===== src/rtl/sdiv_seq.sv =====
// Sequential signed fixed-point divider: out = in1 / in2, one restoring step
// per clock, saturating on range overflow and flagging a zero divisor.
module sdiv_seq #(
    parameter int WI1 = 5,
    parameter int WF1 = 4,
    parameter int WI2 = 7,
    parameter int WF2 = 3,
    parameter int WIO = 12,
    parameter int WFO = 7
) (
    input  logic                 CLK,
    input  logic                 RST,
    input  logic                 start,
    input  logic [WI1+WF1-1:0]   in1,
    input  logic [WI2+WF2-1:0]   in2,
    output logic                 busy,
    output logic                 done,
    output logic [WIO+WFO-1:0]   out,
    output logic                 ovf,
    output logic                 dz
);

    localparam int W1 = WI1 + WF1;
    localparam int W2 = WI2 + WF2;
    localparam int N  = WIO + WFO;
    localparam int S  = WFO + WF2 - WF1;
    localparam int RW = W1 + S + W2 + N;
    localparam int CW = $clog2(N + 1);

    localparam logic [N-1:0] MAX_POS = {1'b0, {(N-1){1'b1}}};
    localparam logic [N-1:0] MIN_NEG = {1'b1, {(N-1){1'b0}}};

    typedef enum logic [1:0] {
        ST_IDLE  = 2'd0,
        ST_CHECK = 2'd1,
        ST_DIV   = 2'd2,
        ST_FIX   = 2'd3
    } state_t;

    state_t          state_r, state_nxt_s;
    logic [W1-1:0]   a_r;
    logic [W2-1:0]   b_r;
    logic [RW-1:0]   rem_r, dvs_r, rem_nxt_s, dvd_s;
    logic [N-1:0]    q_r;
    logic [CW-1:0]   cnt_r;
    logic            dzf_r, povf_r;
    logic [W1-1:0]   a_mag_s;
    logic [W2-1:0]   b_mag_s;
    logic            ge_s, pre_ovf_s, neg_s, ovf_cond_s;
    logic [N-1:0]    res_s;
    logic            res_ovf_s, busy_nxt_s, done_nxt_s;
    logic [N-1:0]    out_r;
    logic            ovf_r, dz_r, busy_r, done_r;

    // Magnitudes are kept at full width so the most-negative code maps to 2^(W-1).
    function automatic logic [W1-1:0] mag1(input logic [W1-1:0] v);
        mag1 = v[W1-1] ? (~v + W1'(1'b1)) : v;
    endfunction

    function automatic logic [W2-1:0] mag2(input logic [W2-1:0] v);
        mag2 = v[W2-1] ? (~v + W2'(1'b1)) : v;
    endfunction

    // Operand magnitudes, pre-overflow test and one restoring step.
    always_comb begin
        a_mag_s   = mag1(a_r);
        b_mag_s   = mag2(b_r);
        dvd_s     = RW'(a_mag_s) << S;
        pre_ovf_s = (dvd_s >= (RW'(b_mag_s) << N));
        neg_s     = a_r[W1-1] ^ b_r[W2-1];
        ge_s      = (rem_r >= dvs_r);
        if (ge_s) begin
            rem_nxt_s = rem_r - dvs_r;
        end else begin
            rem_nxt_s = rem_r;
        end
    end

    // State register.
    always_ff @(posedge CLK or posedge RST) begin
        if (RST) begin
            state_r <= ST_IDLE;
        end else begin
            state_r <= state_nxt_s;
        end
    end

    // Next-state logic.
    always_comb begin
        state_nxt_s = state_r;
        case (state_r)
            ST_IDLE: begin
                if (start) begin
                    state_nxt_s = ST_CHECK;
                end else begin
                    state_nxt_s = ST_IDLE;
                end
            end
            ST_CHECK: state_nxt_s = ST_DIV;
            ST_DIV: begin
                if (cnt_r == {CW{1'b0}}) begin
                    state_nxt_s = ST_FIX;
                end else begin
                    state_nxt_s = ST_DIV;
                end
            end
            ST_FIX:  state_nxt_s = ST_IDLE;
            default: state_nxt_s = ST_IDLE;
        endcase
    end

    // Output logic: handshake next values and result selection for the FIX cycle.
    always_comb begin
        busy_nxt_s = (state_nxt_s != ST_IDLE);
        done_nxt_s = (state_r == ST_FIX);
        ovf_cond_s = povf_r | (neg_s ? (q_r > MIN_NEG) : q_r[N-1]);
        res_s      = q_r;
        res_ovf_s  = 1'b0;
        if (dzf_r) begin
            res_s     = a_r[W1-1] ? MIN_NEG : MAX_POS;
            res_ovf_s = 1'b0;
        end else if (ovf_cond_s) begin
            res_s     = neg_s ? MIN_NEG : MAX_POS;
            res_ovf_s = 1'b1;
        end else begin
            res_s     = neg_s ? (~q_r + N'(1'b1)) : q_r;
            res_ovf_s = 1'b0;
        end
    end

    // Datapath and registered outputs; results only change on leaving FIX.
    always_ff @(posedge CLK or posedge RST) begin
        if (RST) begin
            a_r    <= {W1{1'b0}};
            b_r    <= {W2{1'b0}};
            rem_r  <= {RW{1'b0}};
            dvs_r  <= {RW{1'b0}};
            q_r    <= {N{1'b0}};
            cnt_r  <= {CW{1'b0}};
            dzf_r  <= 1'b0;
            povf_r <= 1'b0;
            out_r  <= {N{1'b0}};
            ovf_r  <= 1'b0;
            dz_r   <= 1'b0;
            busy_r <= 1'b0;
            done_r <= 1'b0;
        end else begin
            busy_r <= busy_nxt_s;
            done_r <= done_nxt_s;
            case (state_r)
                ST_IDLE: begin
                    if (start) begin
                        a_r <= in1;
                        b_r <= in2;
                    end
                end
                ST_CHECK: begin
                    rem_r  <= dvd_s;
                    dvs_r  <= RW'(b_mag_s) << (N - 1);
                    q_r    <= {N{1'b0}};
                    cnt_r  <= CW'(N - 1);
                    dzf_r  <= (b_r == {W2{1'b0}});
                    povf_r <= pre_ovf_s;
                end
                ST_DIV: begin
                    rem_r <= rem_nxt_s;
                    dvs_r <= dvs_r >> 1;
                    q_r   <= {q_r[N-2:0], ge_s};
                    cnt_r <= cnt_r - CW'(1'b1);
                end
                ST_FIX: begin
                    out_r <= res_s;
                    ovf_r <= res_ovf_s;
                    dz_r  <= dzf_r;
                end
                default: begin
                    out_r <= out_r;
                end
            endcase
        end
    end

    assign busy = busy_r;
    assign done = done_r;
    assign out  = out_r;
    assign ovf  = ovf_r;
    assign dz   = dz_r;

endmodule

===== config.mk =====
export PLATFORM = sky130hd
export DESIGN_NAME = sdiv_seq
export DESIGN_NICKNAME = d
export VERILOG_FILES = /design/src/rtl/sdiv_seq.sv
export SDC_FILE = /design/constraint.sdc
export NUM_CORES = 1
export LEC_CHECK = 0
export BUFFER_PORTS_ARGS = -buffer_cell sky130_fd_sc_hd__clkbuf_2
export CAP_MARGIN = 20
export CORE_MARGIN = 5
export CORE_UTILIZATION = 55
export DETAILED_ROUTE_END_ITERATION = 6
export PLACE_DENSITY_LB_ADDON = 0.1
export SLEW_MARGIN = 20
export SYNTH_ARGS = -nofsm -noshare
export SYNTH_HDL_FRONTEND = slang
export SYNTH_SLANG_ARGS = --single-unit

===== constraint.sdc =====
create_clock -name CLK -period 15.1 [get_ports CLK]
set_clock_uncertainty 0.1 [all_clocks]
set_input_delay 3.02 -clock CLK [delete_from_list [all_inputs] [get_ports CLK]]
set_output_delay 3.02 -clock CLK [all_outputs]
set_load 0.005 [all_outputs]

# --- Word level (Yosys, flattened, before mapping) ---
# Cells that the tools add are included.
classes:
  n_eq_ne: 4
  n_lt_le_gt_ge: 3
  n_reduce_logical: 7
  mux: 18
  n_bitwise: 5
  n_addsub: 5
op_table:
  columns: ["op", "n"]
  rows:
  - ["44-bit one-hot mux with 2 select lines", 2]
  - ["19-bit two-way mux", 5]
  - ["44-bit greater-or-equal comparator", 1]
  - ["44-bit two-way mux", 1]
  - ["44-bit subtractor", 1]
  - ["19-bit one-hot mux with 2 select lines", 1]
  - ["15-bit by 29-bit greater-or-equal comparator with 1-bit output", 1]
  - ["19-bit by 1-bit adder with 19-bit output (second input constant)", 1]
  - ["19-bit > comparator (second input constant)", 1]
  - ["19-bit inverter", 1]
  - ["10-bit by 1-bit adder with 10-bit output (second input constant)", 1]
  - ["10-bit logical NOT", 1]
  - ["10-bit two-way mux", 1]
  - ["10-bit inverter", 1]
  - ["5-bit one-hot mux with 2 select lines", 1]
  - ["9-bit by 1-bit adder with 9-bit output (second input constant)", 1]
  - ["9-bit two-way mux", 1]
  - ["9-bit inverter", 1]
  - ["2-bit one-hot mux with 4 select lines", 1]
  - ["5-bit logical NOT", 1]
  - ["1-bit two-way mux", 5]
  - ["5-bit by 1-bit subtractor with 5-bit output (second input constant)", 1]
  - ["2-bit equality test (second input constant)", 2]
  - ["2-bit AND reduction", 2]
  - ["6 further kinds", 7]
word_totals:
  word_cells: 56
  output_inout_bits: 23
  reg_bits: 158
  input_bits: 22

# --- Longest topological paths before layout ---
# Gate-level depths: netlist of run 1.
depth:
  word_depth: 5
  mapped_depth: 14
  depth_no_buf: 12

# --- Worst setup path before layout of run 1 ---
# Ideal clock, no wire load.
synth_timing:
  path_type: "input to register"
  start: "input port start"
  end: "register a_r[0]"
  setup_slack_ns: 10.887
  arrival_time_ns: 3.989
  cell_stages: 3
  path_buffers: 1
  setup_time_ns: 0.125
  t_required_ns: 14.875
  cell_sequence: "nand2_1 -> clkbuf_1 -> mux2_2"
synth_via:
  elab_chain_cells: 1
synth_lines:
  columns: ["element", "line", "rtl"]
  rows:
  - ["from (decl)", "13", "input logic start,"]
  - ["2-bit AND reduction (no line)", null, null]
  - ["to (signal assigned)", "134", "a_r <= {W1{1'b0}};"]
  - ["to (signal assigned)", "153", "a_r <= in1;"]
  - ["to (decl)", "41", "logic [W1-1:0] a_r;"]
# Every way passes these cells.
# A chain may end at the register's enable or synchronous reset.

# --- Worst setup path in the final report of run 1 ---
layout_timing:
  start: "register out_r[3], in the netlist out[3]"
  end: "output port out[3]"
layout_rtl:
  columns: ["element", "line", "rtl"]
  rows:
  - ["from (decl)", "52", "logic [N-1:0] out_r;"]
  - ["from (signal assigned)", "142", "out_r <= {N{1'b0}};"]
  - ["from (signal assigned)", "172", "out_r <= res_s;"]
  - ["from (signal assigned)", "177", "out_r <= out_r;"]
  - ["to (decl)", "18", "output logic [WIO+WFO-1:0] out,"]
# No word-level cell between the ends.

==> flow_summary.yaml, run 1 <==
logic_synthesis:
  synth_xor_area_share_pct: 3.70
  synthSimpleGateAreaFrac_pct: 18.7
  synth_compound_area_share_pct: 19.2
  synth_adder_area_share_pct: 5.81
  synth_edf_count: 0
  synth-seq-cells: 142
  synth-main-ff-cell: "dfrtp_1"
  async_reset_ff_share_pct: 100
  synth_nets: 1048
  synth_top_family_by_area: "compound AO/OA/AOI/OAI gates"
  yosysWarnings: 0
  synth_top_cell_by_area: "dfrtp_1"
  ys_types: 70
  synthMuxAreaShare_pct: 5.27
  seq_area_frac_synth_pct: 41.7
  synth.top_cell.area_share_pct: 41.7
  mappedNetlistArea_um2: 8520
  avgSynthCellArea_um2: 8.64
  synthCells: 987
  yosys-top-cells-area: "dfrtp_1 (42%), o21ai_0 (6.5%), ha_1 (5.6%), nand2_1 (5.4%), nand3_1 (3.8%)"
sta:
  maxSlewViolCount: 0
  post-route-period-util_pct: 26.9
  hold_violations: 0
  period_minus_slack_ns: 4.06
  fmax_mhz: 246
  relSlewSlack_pct: 41.3
  finalSetupViolCount: 0
  tns_ns: 0
  tightestPinTransition_ns: 0.878
  rsz0062_at_grt: "no"
die:
  initial_core_util_pct: 56.1
  die_area_um2: 18100
  fp-row-count: 45
  die_w_um: 134
  core_area_um2: 15200
  die_y_um: 134
  ios: 45
worst_setup_path:
  path_max_fanout: 2
  cp.arrival_ns: 0.94
  path_class: "reg2out"
  cp-start-kind: "register"
  crit_cells: 1
  cp-end-kind: "output port"
  worstRegToRegCells: 12
  cp_slowest_cell: "dfrtp_1"
  cp_num_buf_inv: 1
  required_ns: 11.98
  path_delay_family: "flip-flops"
  cp_cell_sequence: "clkbuf_2"
  critPathMaxStageDelay_ns: 0.40
pwr:
  p_leak_nw: 4.23
  p_comb_share_pct: 54.6
  clkPwrFrac_pct: 18.5
  p_switching_mw: 1.09
  internal-power_mw: 1.26
  p_sw_share_pct: 46.5
  powerDensity_nw_per_um2: 248
  seqPwrFrac_pct: 26.9
  ir_drop_mv: 0.152
cells_and_area:
  antenna_cells: 0
  layout-drive-gt1-share_pct: 11.5
  area_growth_pct: 11.2
  final_area_um2: 9470
  n_fill_cell: 1358
  nets: 1073
  multi_input_area_um2: 4500
  seqCellArea_um2: 3550
placed_design:
  dp_hpwl_mm: 14.1
  routabilityCongestion: 0.921
  io_buffers: 44
  placed_cell_area_um2: 8840
global_route:
  overflow: 0
  grt_pass1_vias: 6794
  grt_max_degree: 88
  antenna_found_initial: 0
  grt_pass1_wl_mm: 34.0
  grt_usage_pct: 23.1
detailed_routing:
  drtPass1Iterations: 6
  num_vias: 7230
  avgRoutedWirePerCell_um: 16.8
  drt-initial-drc-count: 635
  routed_wl_mm: 20.3
  route.detailed.drc: 0
  via_per_inst: 5.96
  drtAntennaViolNets: 0
clock_tree:
  tritoncts: "built"
  cts_made_buffers: 17
  ctsHtreeMaxLevel: 4
  cts_resized: 0
  postCtsHoldBufs: 0
  clk_pin_slew_ns: 0.06
  clock-sinks: 142
  clock_latency_ns: 0.43
  post_cts_buffers: 0
  root_buffer: "clkbuf_16"
  clk_path_buf_depth: 2
outcome:
  status: "finished, final reports clean"
hold_path:
  whs_path_depth: 1
  hp-class: "reg2reg"
run:
  drv_cap: 0
kinds of logic (layout without fill, tap and decap cells):
family                   Yosys count  in the layout
AND/OR/NAND/NOR                  340            340
multiplexers                      42             42
AO/OA/AOI/OAI                    267            267
XOR/XNOR                          36             36
flip-flops                       142            142
adder cells (fa/ha/maj)           39             39
buffers and inverters            121            159
sequential cells by signal, indices dropped and copies added (netlist names):
signal   cells
b_r         10
done         1
dvs_r       28
ovf          1
state_r      2
out         19
dz           1
busy         1
povf_r       1
cnt_r        5
dzf_r        1
q_r         19
rem_r       44
a_r          9
stage by stage:
step | hold slack, ns | setup slack, ns | power, mW | utilization (%) | instances
4_1_cts | 0.372 | 10.81 | 2.35 | 62.1 | 1212
2_1_floorplan | 0.338 | 8.17 | 1.60 | - | 987
3_5_place_dp | 0.368 | 10.36 | 1.90 | 58.2 | 1180
6_report | 0.383 | 11.04 | 2.35 | 62.3 | 1213
3_3_place_gp | 0.358 | 10.37 | 1.88 | 58.2 | 1180
5_1_grt | 0.394 | 11.00 | 2.56 | 62.3 | 1213
path summary, 6_finish.rpt:
| kind | slack (ns) | endpoint | from |
|---|---|---|---|
| hold / removal | 0.38 | rem_r[43] | rem_r[43] |
| hold reg to reg | 0.38 | rem_r[43] | rem_r[43] |
| max in group asynchronous | 11.26 | rem_r[9] | RST |
| setup reg to reg | 11.33 | rem_r[34] | rem_r[0] |
| setup / recovery | 11.04 | out[3] | out[3] |
| min in group asynchronous | 2.58 | dvs_r[2] | RST |
final cells by class:
class                   count  share of cell area (%)
well taps                 188                    2.48
clock buffers              17                    4.49
repair buffers             51                    3.09
clock inverters            15                    1.86
multi-input cells         724                    47.5
inverters                  76                    3.06
flip-flops and latches    142                    37.5
power by group through the flow:
stage / Sequential [mW] / Clock, mW / Combinational [mW]
detailed placement: 0.637 / 0 / 1.26
finish: 0.633 / 0.435 / 1.28
global placement: 0.634 / 0 / 1.25
floorplan: 0.601 / 0 / 0.997
global route: 0.652 / 0.461 / 1.44
CTS: 0.631 / 0.442 / 1.28
routing by layer:
| layer | GRT usage [%] | up-vias | wire [um] |
|---|---|---|---|
| li1 | - | 3573 | - |
| met3 | 5.44 | 21 | 1220 |
| met1 | 34.3 | 3465 | 9820 |
| met4 | 5.03 | 0 | 168 |
| met5 | 0 | - | 0 |
| met2 | 34.8 | 171 | 9140 |
cells in the mapped netlist (all sizes together), types with 4 or more instances:
cell type and number:
a211oi 6, a21o 11, a21oi 61, a222oi 7
a31oi 6, and2 5, and3 4, buf 8
clkbuf 37, dfrtp 142, ha 38, inv 76
mux2 23, mux2i 19, nand2 123, nand2b 7
nand3 65, nand3b 4, nand4 14, nor2 58
nor2b 4, nor3 24, nor4 8, o211ai 4
o21a 8, o21ai 113, o2bb2ai 5, o31ai 9
o41ai 4, or2 4, or3 9, or4 5
xnor2 22, xor2 14
placed cells by master (no fill, tap or decap), types with 19 or more instances in the layout:
cell      count
ha_1         36
mux2_2       23
o21ai_0     111
clkbuf_2     44
nand2_1     123
inv_1        75
nand3_1      65
mux2i_1      19
a21oi_1      61
nor3_1       24
dfrtp_1     142
nor2_1       57
xnor2_1      22
(Power assumes the default switching activity.)
==> run 2: changes to the inputs <==
==> constraint.sdc (replaced) <==
create_clock -name CLK -period 4.06 [get_ports CLK]
set_clock_uncertainty 0.1 [all_clocks]
set_input_delay 0.812 -clock CLK [delete_from_list [all_inputs] [get_ports CLK]]
set_output_delay 0.812 -clock CLK [all_outputs]
set_load 0.005 [all_outputs]
==> flow_summary.yaml, run 2 (synthesis gave the netlist of run 1 again) <==
outcome:
  status: "finished, final reports clean"
detailed_routing:
  drtAntennaViolNets: 0
  via_per_inst: 5.97
  route.detailed.drc: 0
  drt-initial-drc-count: 723
  drtPass1Iterations: 5
  avgRoutedWirePerCell_um: 17.0
  num_vias: 7275
  routed_wl_mm: 20.7
die:
  ios: 45
  fp-row-count: 45
  core_area_um2: 15200
  die_w_um: 134
  die_y_um: 134
  initial_core_util_pct: 56.1
  die_area_um2: 18100
clock_tree:
  post_cts_buffers: 0
  cts_resized: 0
  postCtsHoldBufs: 0
  cts_made_buffers: 17
  clock-sinks: 142
  ctsHtreeMaxLevel: 4
  tritoncts: "built"
  root_buffer: "clkbuf_16"
  clk_path_buf_depth: 2
  clk_pin_slew_ns: 0.06
  clock_latency_ns: 0.43
global_route:
  grt_usage_pct: 23.7
  grt_pass1_vias: 6860
  antenna_found_initial: 0
  grt_pass1_wl_mm: 34.9
  grt_max_degree: 88
  overflow: 0
worst_setup_path:
  cp-end-kind: "register"
  cp_num_buf_inv: 1
  cp-start-kind: "register"
  worstRegToRegCells: 10
  path_delay_family: "compound AO/OA/AOI/OAI gates"
  crit_cells: 10
  path_class: "reg2reg"
  path_max_fanout: 5
  rrSetupSlack_ns: 0.65
  rr_startpoint: "dvs_r[1]"
  required_ns: 4.27
  cp_cell_sequence: "inv_1 > ha_1 > nor2b_1 > o31ai_1 > a21oi_1 > a2111oi_1 > o21ai_0 > a211oi_1 > o211ai_1 > mux2i_1"
  cp.arrival_ns: 3.62
  timing.rr.end: "rem_r[43]"
  critPathMaxStageDelay_ns: 0.70
  cp_slowest_cell: "a2111oi_1"
cells_and_area:
  final_area_um2: 9510
  largest_register_ffs: 44
  final_common_cell: "dfrtp_1"
  layout-drive-gt1-share_pct: 11.9
  multi_input_area_um2: 4500
  final_cell_mix: "dfrtp_1 (142), nand2_1 (123), o21ai_0 (111)"
  n_fill_cell: 1338
  nets: 1079
  area_growth_pct: 11.6
  biggestRegsByFlops: "rem_r x44, dvs_r x28"
  antenna_cells: 0
  regMostFlops: "rem_r"
  seqCellArea_um2: 3550
placed_design:
  routabilityCongestion: 0.900
  dp_hpwl_mm: 14.9
  io_buffers: 44
  placed_cell_area_um2: 8910
pwr:
  p_sw_share_pct: 45.8
  ir_drop_mv: 0.548
  powerDensity_nw_per_um2: 925
  seqPwrFrac_pct: 26.4
  p_switching_mw: 4.03
  power_mw: 8.80
  internal-power_mw: 4.77
  clkPwrFrac_pct: 18.1
  p_leak_nw: 4.24
  p_comb_share_pct: 55.5
sta:
  post-route-period-util_pct: 84.0
  fmax_mhz: 293
  tns_ns: 0
  maxSlewViolCount: 0
  period_minus_slack_ns: 3.41
  relSlewSlack_pct: 38.3
  tightestPinTransition_ns: 0.923
  rsz0062_at_grt: "no"
  finalSetupViolCount: 0
  hold_violations: 0
run:
  drv_cap: 0
hold_path:
  hp-class: "in2async"
[run 2: worst register-to-register path: stages, from the launching register on]
cell and delay (ns):
dfrtp_1 0.37, inv_1 0.11, ha_1 0.25, nor2b_1 0.14
o31ai_1 0.34, a21oi_1 0.23, a2111oi_1 0.71, o21ai_0 0.44
a211oi_1 0.32, o211ai_1 0.14, mux2i_1 0.16
[run 2: final cells by class]
class	count	area share (%)
well taps	188	2.47
repair buffers	57	3.47
flip-flops and latches	142	37.4
clock buffers	18	4.62
inverters	76	3.04
multi-input cells	724	47.3
clock inverters	13	1.72
[run 2: per-layer routing]
metal  wire length (um)  GRT usage [%]  vias up
met5                  0              0        -
met4                430           7.86        0
met3                924           3.99       40
met2               9140           35.4      202
met1              10200           35.3     3453
li1                   -              -     3580
[run 2: how the worst max path moves through the flow]
stage	from	endpoint	slack [ns]
global route	rem_r[0]	rem_r[25]	0.29
floorplan	rem_r[0]	rem_r[34]	0.95
finish	dvs_r[1]	rem_r[43]	0.65
global placement	rem_r[1]	rem_r[31]	0.80
detailed placement	rem_r[0]	rem_r[24]	0.70
CTS	rem_r[0]	rem_r[24]	0.67
[run 2: power by group through the flow]
stage | Clock, mW | Sequential [mW] | Combinational, mW
after floorplan | 0 | 2.23 | 3.71
after global placement | 0 | 2.33 | 4.76
after detailed placement | 0 | 2.33 | 4.81
after CTS | 1.62 | 2.32 | 4.84
after global routing | 1.69 | 2.40 | 5.47
final | 1.60 | 2.32 | 4.88
[run 2: stage by stage]
step | worst slack, ns | hold slack [ns] | utilization (%) | instances
after global routing | 0.288 | 0.404 | 62.6 | 1218
final | 0.649 | 0.371 | 62.6 | 1218
after floorplan | 0.946 | 0.338 | - | 987
after global placement | 0.797 | 0.362 | 58.6 | 1187
after detailed placement | 0.699 | 0.367 | 58.6 | 1187
after CTS | 0.665 | 0.377 | 62.6 | 1218
==> run 3: changes to the inputs <==
==> constraint.sdc (replaced) <==
create_clock -name CLK -period 3.1 [get_ports CLK]
set_clock_uncertainty 0.1 [all_clocks]
set_input_delay 0.62 -clock CLK [delete_from_list [all_inputs] [get_ports CLK]]
set_output_delay 0.62 -clock CLK [all_outputs]
set_load 0.005 [all_outputs]
==> flow_summary.yaml, run 3 (synthesis gave the netlist of run 1 again) <==
cells_and_area:
  nets: 1118
  area_growth_pct: 16.8
  antenna_cells: 0
  final_area_um2: 9960
  biggestRegsByFlops: "rem_r x44, dvs_r x28"
  regMostFlops: "rem_r"
  final_util_pct: 65.5
  final_cell_mix: "dfrtp_1 (142), nand2_1 (123), o21ai_0 (110)"
  final_cells: 1258
  final_common_cell: "dfrtp_1"
  largest_register_ffs: 44
  layout-drive-gt1-share_pct: 17.2
detailed_routing:
  drtPass1Iterations: 5
  drtAntennaViolNets: 0
  dr_wl_met2_mm: 9.72
  route.detailed.drc: 0
  drt-initial-drc-count: 693
  via_per_inst: 5.96
  avgRoutedWirePerCell_um: 17.0
  routed.top_layer: "met4"
  routed_wl_mm: 21.4
  met3WireLength_um: 976
  wl_met1_mm: 10.4
  num_vias: 7492
run:
  drv_cap: 0
sta:
  fmax_mhz: 341
  relSlewSlack_pct: 43.6
  rsz0062_at_grt: "no"
  tightestPinTransition_ns: 0.846
  hold_violations: 0
  finalSetupViolCount: 0
  period_minus_slack_ns: 2.94
  post-route-period-util_pct: 94.7
  setup_ws_ns: 0.164
  maxSlewViolCount: 0
  holdWs_ns: 0.290
  tns_ns: 0
global_route:
  antenna_found_initial: 0
  grt_pass1_wl_mm: 35.4
  overflow: 0
  grt_usage_pct: 24.0
  grt_max_degree: 143
  grt_pass1_vias: 7094
placed_design:
  routabilityCongestion: 0.874
  dp.cells: 1221
  placed_cell_area_um2: 9180
  io_buffers: 44
  dp_hpwl_mm: 15.2
  dp_slack_ns: 0.00882
clock_tree:
  cts_made_buffers: 17
  tritoncts: "built"
  postCtsHoldBufs: 0
  clk_pin_slew_ns: 0.07
  clock-sinks: 142
  clock_latency_ns: 0.43
  root_buffer: "clkbuf_16"
  ctsHtreeMaxLevel: 4
  clk_path_buf_depth: 2
pwr:
  p_leak_nw: 4.47
  seqPwrFrac_pct: 24.9
  p_switching_mw: 5.60
  p_sw_share_pct: 45.6
  p_comb_share_pct: 57.2
  ir_drop_mv: 0.592
  power_mw: 12.3
  powerDensity_nw_per_um2: 1230
  internal-power_mw: 6.67
  clkPwrFrac_pct: 17.9
die:
  ios: 45
  initial_core_util_pct: 56.1
  die_area_um2: 18100
  core_area_um2: 15200
  fp-row-count: 45
  die_w_um: 134
  die_y_um: 134
worst_setup_path:
  required_ns: 3.32
  cp-start-kind: "register"
  path_class: "reg2reg"
  cp-end-kind: "register"
  path_max_fanout: 4
  cp.arrival_ns: 3.15
outcome:
  status: "finished, final reports clean"
hold_path:
  hp-class: "in2async"
## run 3: path summary, 6_finish.rpt
kind	from	slack [ns]	end	cells after the start
setup reg to reg	rem_r[8]	0.16	rem_r[34]	11
max in group asynchronous	RST	2.03	a_r[2]	3
hold reg to reg	rem_r[43]	0.39	rem_r[43]	1
hold / removal	RST	0.29	rem_r[2]	3
min in group CLK	in2[3]	0.31	b_r[3]	2
setup / recovery	rem_r[8]	0.16	rem_r[34]	11
## run 3: cell type report
type,count,area [um2]
Fill cell,1287,5250
Multi-Input combinational cell,724,4620
Sequential cell,142,3550
Timing Repair Buffer,96,636
Clock buffer,17,425
Inverter,76,289
Tap cell,188,235
Clock inverter,15,203
## run 3: power groups by stage
stage          clock (mW)  combinational (mW)  sequential (mW)
6_report             2.19                7.01             3.06
5_1_grt              2.32                7.77             3.15
4_1_cts              2.23                6.76             3.05
3_5_place_dp            0                6.72             3.07
3_3_place_gp            0                6.66             3.05
2_1_floorplan           0                4.87             2.93
## run 3: critical path: stages, from the launching register on
cell      delay (ns)
dfrtp_1         0.40
ha_1            0.33
buf_4           0.14
nand2_1         0.04
o21ai_0         0.22
nand3_1         0.18
nand3_1         0.20
a211oi_2        0.11
buf_4           0.17
nor3_2          0.17
or4b_2          0.61
mux2i_1         0.14
## run 3: layer usage
layer / global-route usage (%) / up-vias
met3: 5.59 / 27
met2: 36.6 / 201
met4: 5.60 / 0
met1: 35.1 / 3611
met5: 0 / -
li1: - / 3653
## run 3: repair_timing
item / CTS / global route
endpoints found under the setup margin: 0 / 38
hold endpoints to repair: 0 / 0
buffers inserted: 0 / 5
gates resized for setup: 0 / 25
